<file path="src/rtl/regfile_pkg.sv">
// Shared constants for the multi-port MIPS register file: default geometry
// and the write-port priority used when both ports target one register.
package regfile_pkg;

  localparam int DEF_WIDTH = 32;
  localparam int DEF_NREGS = 32;

  // On a same-register collision, write port 1 overrides write port 0.
  localparam bit WR1_OVER_WR0 = 1'b1;

endpackage

</file>
<file path="src/rtl/regfile_scoreboard.sv">
// Per-register busy scoreboard: issue sets a bit, any write to that register
// clears it (issue wins a same-cycle tie), with two busy read ports.
module regfile_scoreboard
  import regfile_pkg::*;
#(
  parameter int NREGS    = DEF_NREGS,
  parameter int ZERO_REG = 1,
  localparam int AW      = $clog2(NREGS)
) (
  input  logic          clk,
  input  logic          reset,
  input  logic [AW-1:0] issue_regnum,
  input  logic          issue_enable,
  input  logic [AW-1:0] wr0_regnum,
  input  logic          wr0_enable,
  input  logic [AW-1:0] wr1_regnum,
  input  logic          wr1_enable,
  input  logic [AW-1:0] rd1_regnum,
  input  logic [AW-1:0] rd2_regnum,
  output logic          rd1_busy,
  output logic          rd2_busy,
  output logic          any_busy
);

  localparam bit ZERO_ON = (ZERO_REG != 0);

  logic [NREGS-1:0] busy;
  logic [NREGS-1:0] set_vec;
  logic [NREGS-1:0] clr_vec;

  always_comb begin
    set_vec = '0;
    clr_vec = '0;
    for (int r = 0; r < NREGS; r++) begin
      if (!(ZERO_ON && r == 0)) begin
        set_vec[r] = issue_enable && (issue_regnum == AW'(r));
        clr_vec[r] = (wr0_enable && (wr0_regnum == AW'(r))) ||
                     (wr1_enable && (wr1_regnum == AW'(r)));
      end
    end
  end

  always_ff @(posedge clk or posedge reset) begin
    if (reset) begin
      busy <= '0;
    end else begin
      busy <= (busy & ~clr_vec) | set_vec;
    end
  end

  assign rd1_busy = busy[rd1_regnum];
  assign rd2_busy = busy[rd2_regnum];
  assign any_busy = |busy;

endmodule

</file>
<file path="src/rtl/mips_regfile_mp.sv">
// Two-write / two-read MIPS register file with busy scoreboard.
// Optional same-cycle write-to-read forwarding under REGFILE_BYPASS_EN.
module mips_regfile_mp
  import regfile_pkg::*;
#(
  parameter int WIDTH    = DEF_WIDTH,
  parameter int NREGS    = DEF_NREGS,
  parameter int ZERO_REG = 1,
  localparam int AW      = $clog2(NREGS)
) (
  input  logic             clk,
  input  logic             reset,
  input  logic [AW-1:0]    rd1_regnum,
  input  logic [AW-1:0]    rd2_regnum,
  output logic [WIDTH-1:0] rd1_data,
  output logic [WIDTH-1:0] rd2_data,
  output logic             rd1_busy,
  output logic             rd2_busy,
  input  logic [AW-1:0]    wr0_regnum,
  input  logic [AW-1:0]    wr1_regnum,
  input  logic [WIDTH-1:0] wr0_data,
  input  logic [WIDTH-1:0] wr1_data,
  input  logic             wr0_enable,
  input  logic             wr1_enable,
  input  logic [AW-1:0]    issue_regnum,
  input  logic             issue_enable,
  output logic             any_busy
);

  localparam bit ZERO_ON = (ZERO_REG != 0);

  logic [WIDTH-1:0] regs [NREGS];
  logic [NREGS-1:0] we0;
  logic [NREGS-1:0] we1;
  logic             sb_busy1;
  logic             sb_busy2;

  regfile_scoreboard #(
    .NREGS    (NREGS),
    .ZERO_REG (ZERO_REG)
  ) u_scoreboard (
    .clk          (clk),
    .reset        (reset),
    .issue_regnum (issue_regnum),
    .issue_enable (issue_enable),
    .wr0_regnum   (wr0_regnum),
    .wr0_enable   (wr0_enable),
    .wr1_regnum   (wr1_regnum),
    .wr1_enable   (wr1_enable),
    .rd1_regnum   (rd1_regnum),
    .rd2_regnum   (rd2_regnum),
    .rd1_busy     (sb_busy1),
    .rd2_busy     (sb_busy2),
    .any_busy     (any_busy)
  );

  // Write arbitration: at most one port's data lands in each register.
  always_comb begin
    logic h0;
    logic h1;
    we0 = '0;
    we1 = '0;
    h0  = 1'b0;
    h1  = 1'b0;
    for (int r = 0; r < NREGS; r++) begin
      if (!(ZERO_ON && r == 0)) begin
        h0     = wr0_enable && (wr0_regnum == AW'(r));
        h1     = wr1_enable && (wr1_regnum == AW'(r));
        we1[r] = h1 && (WR1_OVER_WR0 || !h0);
        we0[r] = h0 && !we1[r];
      end
    end
  end

  always_ff @(posedge clk or posedge reset) begin
    if (reset) begin
      for (int r = 0; r < NREGS; r++) regs[r] <= '0;
    end else begin
      for (int r = 0; r < NREGS; r++) begin
        if (we1[r])      regs[r] <= wr1_data;
        else if (we0[r]) regs[r] <= wr0_data;
      end
    end
  end

  // Read ports; with forwarding, a write in flight to the addressed
  // register is visible now and its busy bit reads as already cleared.
  always_comb begin
    rd1_data = regs[rd1_regnum];
    rd2_data = regs[rd2_regnum];
    rd1_busy = sb_busy1;
    rd2_busy = sb_busy2;
`ifdef REGFILE_BYPASS_EN
    if (we1[rd1_regnum]) begin
      rd1_data = wr1_data;
      rd1_busy = issue_enable && (issue_regnum == rd1_regnum);
    end else if (we0[rd1_regnum]) begin
      rd1_data = wr0_data;
      rd1_busy = issue_enable && (issue_regnum == rd1_regnum);
    end
    if (we1[rd2_regnum]) begin
      rd2_data = wr1_data;
      rd2_busy = issue_enable && (issue_regnum == rd2_regnum);
    end else if (we0[rd2_regnum]) begin
      rd2_data = wr0_data;
      rd2_busy = issue_enable && (issue_regnum == rd2_regnum);
    end
`endif
  end

endmodule

</file>
<file path="config.mk">
export PLATFORM = sky130hd
export DESIGN_NAME = mips_regfile_mp
export DESIGN_NICKNAME = d
export VERILOG_FILES = /design/src/rtl/regfile_pkg.sv /design/src/rtl/regfile_scoreboard.sv /design/src/rtl/mips_regfile_mp.sv
export SDC_FILE = /design/constraint.sdc
export NUM_CORES = 2
export LEC_CHECK = 0
export BUFFER_PORTS_ARGS = -buffer_cell sky130_fd_sc_hd__buf_2
export CORE_MARGIN = 2
export CORE_UTILIZATION = 54
export DETAILED_ROUTE_END_ITERATION = 12
export HOLD_SLACK_MARGIN = 0.15
export PLACE_DENSITY_LB_ADDON = 0.05
export REMOVE_ABC_BUFFERS = 1
export SLEW_MARGIN = 40
export SYNTH_ARGS = -nofsm -noshare
export SYNTH_HDL_FRONTEND = slang
export SYNTH_SLANG_ARGS = --single-unit
</file>
<file path="constraint.sdc">
create_clock -name clk -period 96.5 [get_ports clk]
set_clock_uncertainty 0.2 [all_clocks]
set_input_delay 24.125 -clock clk [delete_from_list [all_inputs] [get_ports clk]]
set_output_delay 24.125 -clock clk [all_outputs]
set_load 0.03 [all_outputs]
</file>
== After elaboration in Yosys (flattened, before gate mapping) ==
Index checks and enable logic that the tools add are counted.
Widths: inputs -> output; s select.
Cells by class
  muxes and demuxes: 72
  bitwise operators: 5
  equal/unequal tests: 93
  reductions and logical operators: 218
  $lt $le $gt $ge: 4
Operators with widths (count)
  $mux 32: 66
  $bmux 32 s5: 2
  $eq 5x5->1 const B: 48
  $logic_and 1x1->1: 124
  $eq 5x4->1 const B: 24
  $reduce_bool 2->1: 31
  $eq 5x3->1 const B: 12
  $and 32x32->32: 1
  $not 32->32: 1
  $or 32x32->32: 1
  $reduce_or 32->1: 1
  $logic_not 1->1: 31
  $logic_or 1x1->1: 31
  $eq 5x2->1 const B: 6
  $eq 5x1->1 const B: 3
  $ge 6x6->1 const B: 2
  $lt 5x6->1 const B: 2
  $not 5->6: 2
  $bmux 1 s5: 2
  $mux 1: 2
Word-level totals
  word-level logic and storage cells: 424
  register bits: 1024
  output and inout bits: 67

== Depth between registers and ports, before layout ==
  depth in word-level cells: 6
  gate-level depth with buffers: 8

== Hierarchy ==
From an unflattened synthesis, not the netlist that was laid out.
Unflattened totals
  cells, all modules: 6174
  area, all modules: 64550.7 sq um
By module, submodules not included
  mips_regfile_mp: area each 62261.0 sq um, times used 1, cells each 5937
  regfile_scoreboard: area each 2289.7 sq um, times used 1, cells each 237

== Worst setup path after synthesis ==
Ideal clock, no wire load.
  path type: in2out
  start point: in rd1_regnum[0]
  end point: out rd1_data[21]
  stages: 8
  data arrival time: 25930 ps
  setup slack: 46245 ps
  buffers on the path: 5
  path through: buf_2 buf_6 buf_4 buf_4 buf_2 a22o_1 a211oi_1 o31ai_1
Between the ends
  cells in the longest elaborated chain, start to end: 4
RTL lines
  start: declaration: line mips_regfile_mp.sv:13  | input logic [AW-1:0] rd1_regnum,
  $not 5->6 (not written as such): line mips_regfile_mp.sv:89  | rd1_data = regs[rd1_regnum];
  $bmux 32 s5: line mips_regfile_mp.sv:89
  $mux 32 (not written as such) (2 in series): line mips_regfile_mp.sv:89
  end: declaration: line mips_regfile_mp.sv:15  | output logic [WIDTH-1:0] rd1_data,
Every way passes these cells. The select of a mux whose other input is x is not followed.

== Final worst setup path ==
  start point: in rd1_regnum[0]
  end point: out rd1_data[7]
The elaborated chain is that of the path after synthesis.

==> results.py <==
metrics = {
    "worst_setup_path": {
        "crit_path_frequent_cell": "buf_6",
        "worst_path_dominant_cell_family": "buffers and inverters",
        "cp-end-kind": "output pin",
        "r2r_slack_ps": 95480,
        "path_class": "input port to output pin",
        "cp_max_fo": 54,
        "cp.required_ps": 72180,
        "slowest_stage": "buf_6",
        "timing.rr.end": "regs[104]$_DFFE_PP0P_",
        "path_buf_inv": 5,
        "startpoint_type": "input port",
        "cp_cell_sequence": "buf_8 > buf_6 > buf_6 > buf_6 > mux4_2 > a22o_1 > o21ai_1 > o31ai_1 > buf_2",
        "r2r-start": "regs[104]$_DFFE_PP0P_",
        "rr_worst_depth": 2,
        "slowest_delay_ps": 660,
        "critPathArrivalTime_ps": 28130,
    },
    "cts": {
        "clkLatencyLatePin_ps": 750,
        "cts.reportedPaths.clkPinSlew_ps": 60,
        "post_cts_buffers": 0,
        "cts_buffers": 117,
        "htreeDepth": 3,
        "cts_sinks": 1023,
        "cts_tree": "built",
        "hold_buffers": 0,
        "ctsResizeCount": 0,
        "cts_buffer_depth": 3,
        "cts_root_buf": "clkbuf_16",
    },
    "global_routing": {
        "grt.overflow.total": 0,
        "use_met3": 0.0829,
        "grt_pass1_vias": 49600,
        "grt.total_usage": 0.406,
        "grt-busiest-layer": "met2",
        "antenna_found_initial": 11,
        "use_met2": 0.632,
        "grt_pass1_wl_mm": 358,
        "grt_use_met1": 0.532,
        "grt_max_degree": 96,
    },
    "yosys": {
        "synth_area_leader_cell": "dfrtp_1",
        "ys_ff_latch": 1023,
        "synthTopCellsByArea": "dfrtp_1 (40%), mux2i_1 (19%), mux4_2 (14%)",
        "netlist.area_leader.share": 0.399,
        "synth_cells": 6133,
        "ys_seq_area_frac": 0.399,
        "synth_edf_count": 0,
        "syn_avg_cell_area_um2": 10.5,
        "synth.cell_area_um2": 64200,
        "yosysWarningCount": 0,
        "synth_flop_cell": "dfrtp_1",
        "yosysUniqueCellTypes": 38,
        "async_flop_share": 1.00,
    },
    "drt": {
        "routedWlPerCell_um": 33.2,
        "avgViaCountPerCell": 6.91,
        "drc": 0,
        "ant_nets": 0,
        "finalWirelength_mm": 247,
        "drt-pass1-iter-count": 8,
        "num_vias": 51500,
        "drtIter0Drc": 6551,
    },
    "sta": {
        "drv_slew": 0,
        "setup-tns-final_ps": 0,
        "hold_viol_final": 0,
        "min_period_ps": 52460,
        "slew_headroom": 0.339,
        "setup_ws_ps": 44040,
        "worst_pin_slew_ps": 992,
        "rsz0062_at_grt": "false",
        "setup_violations": 0,
        "fmax_mhz": 19.1,
        "fin_crit_sh": 0.544,
    },
    "hold_path": {
        "hold_path_end": "regs[559]$_DFFE_PP0P_",
        "min_from": "regs[559]$_DFFE_PP0P_",
        "min_path_type": "flop to flop",
        "min_path_cells": 2,
    },
    "layout": {
        "layout-drive-gt1-share": 0.172,
        "synthToLayoutAreaGrowth_pct": 8.71,
        "fin_nets": 5897,
        "fillers": 9833,
    },
    "status": {
        "status": "finished, final reports clean",
    },
    "power": {
        "clockPowerShare": 0.319,
        "internal_power_mw": 1.01,
        "pwr_density_cell_nw_per_um2": 21.2,
        "ir_drop_uv": 14.6,
        "power_switching_share": 0.313,
        "p_switching_mw": 0.463,
        "p_comb_frac": 0.250,
        "seq_power_share": 0.430,
        "p_leak_nw": 30.2,
    },
    "flow_run": {
        "maxCapViolations": 0,
    },
    "floorplan": {
        "die_h_um": 349,
        "ios": 161,
        "rows": 126,
        "core_um2": 118000,
        "initial_core_util": 0.544,
        "die_w_um": 349,
        "die_area_um2": 122000,
    },
    "place": {
        "io_buffers": 160,
        "post-dp-hpwl_mm": 136,
        "pre_cts_ws_ps": 43800,
        "gp_congestion": 0.841,
    },
}
==> how the worst max path moves through the flow <==
| stage | startpoint | to | slack [ps] | cells after the start |
|---|---|---|---|---|
| final | rd1_regnum[0] | rd1_data[7] | 44040 | 9 |
| after global routing | rd1_regnum[0] | rd1_data[7] | 43830 | 9 |
| after CTS | rd2_regnum[0] | rd2_data[4] | 43790 | 9 |
| after detailed placement | rd2_regnum[0] | rd2_data[4] | 43800 | 9 |
| after global placement | rd1_regnum[0] | rd1_data[7] | 43310 | 9 |
| after floorplan | reset | regs[0]$_DFFE_PP0P_ | 43390 | 1 |
==> Yosys cell counts (65+ instances only) <==
library cell and number:
mux4_2 396, nand2_1 542, clkbuf_1 478, buf_2 115
and2_1 75, o31ai_1 66, o21ai_1 71, mux2i_1 1192
a22o_1 197, nor2_1 531, a211oi_1 66, dfrtp_1 1023
buf_4 84, o21ai_0 491, o22ai_1 66, mux2_2 65
a21oi_1 512
==> logic make-up (layout without fill, tap and decap cells) <==
group / after synthesis / after routing / share of synthesized area
buffers and inverters: 749 / 516 / 0.0512
DFF: 1023 / 1023 / 0.399
other: 0 / 7 / 0
muxes: 1653 / 1653 / 0.336
and+or+nand+nor: 1223 / 1223 / 0.0784
AOI/OAI and AO/OA: 1485 / 1485 / 0.135
==> sequential cells by signal, summed over array words and instances (netlist names) <==
signal             flops
regs                 992
u_scoreboard.busy     31
==> through the flow <==
stage / utilization / hold slack (ps) / power (mW) / instances / instance area (um2)
CTS: 0.591 / 350 / 1.47 / 7435 / 69700
detailed placement: 0.557 / 338 / 1.00 / 7219 / 65700
floorplan: - / 310 / 0.882 / 5402 / 60900
global placement: 0.551 / 324 / 0.988 / 7199 / 65000
global route: 0.591 / 382 / 1.54 / 7438 / 69700
finish: 0.591 / 345 / 1.48 / 7443 / 69700
==> per-layer routing <==
layer / routed length (um) / vias to the layer above / part of all wire
met4: 16200 / 2 / 0.065
li1: - / 21800 / -
met2: 113000 / 3143 / 0.46
met1: 93900 / 25700 / 0.38
met3: 24300 / 828 / 0.098
met5: 13 / - / 0.000053
==> area by class of cell <==
cell class | instances | area, um2 | share of cell area
clock inverters | 31 | 438 | 0.00628
flip-flops and latches | 1023 | 25600 | 0.367
diodes | 7 | 17.5 | 0.000251
clock buffers | 185 | 3560 | 0.0510
well taps | 1536 | 1920 | 0.0276
repair buffers | 282 | 2220 | 0.0319
multi-input cells | 4361 | 35900 | 0.515
inverters | 18 | 75.1 | 0.00108
==> power by group through the flow <==
stage                     combinational (mW)  clock [mW]  sequential, mW
after CTS                              0.367       0.475           0.631
after global routing                   0.402       0.492           0.648
after global placement                 0.356           0           0.632
final                                  0.370       0.471           0.636
after detailed placement               0.367           0           0.636
after floorplan                        0.272           0           0.610
==> cells in the final DEF (no fill, tap or decap), drive strengths merged, types with 185 or more instances in the layout <==
| cell | count |
|---|---|
| o21ai | 562 |
| mux2i | 1192 |
| nor2 | 542 |
| mux4 | 396 |
| dfrtp | 1023 |
| a22o | 197 |
| clkbuf | 185 |
| nand2 | 542 |
| buf | 282 |
| a21oi | 512 |
==> worst register-to-register path, cell delays in order, from the launching register on <==
cell     delay (ps)
dfrtp_1         420
mux2i_1         160
a21oi_1          90
Note: power is estimated with default switching activity, not from simulation.
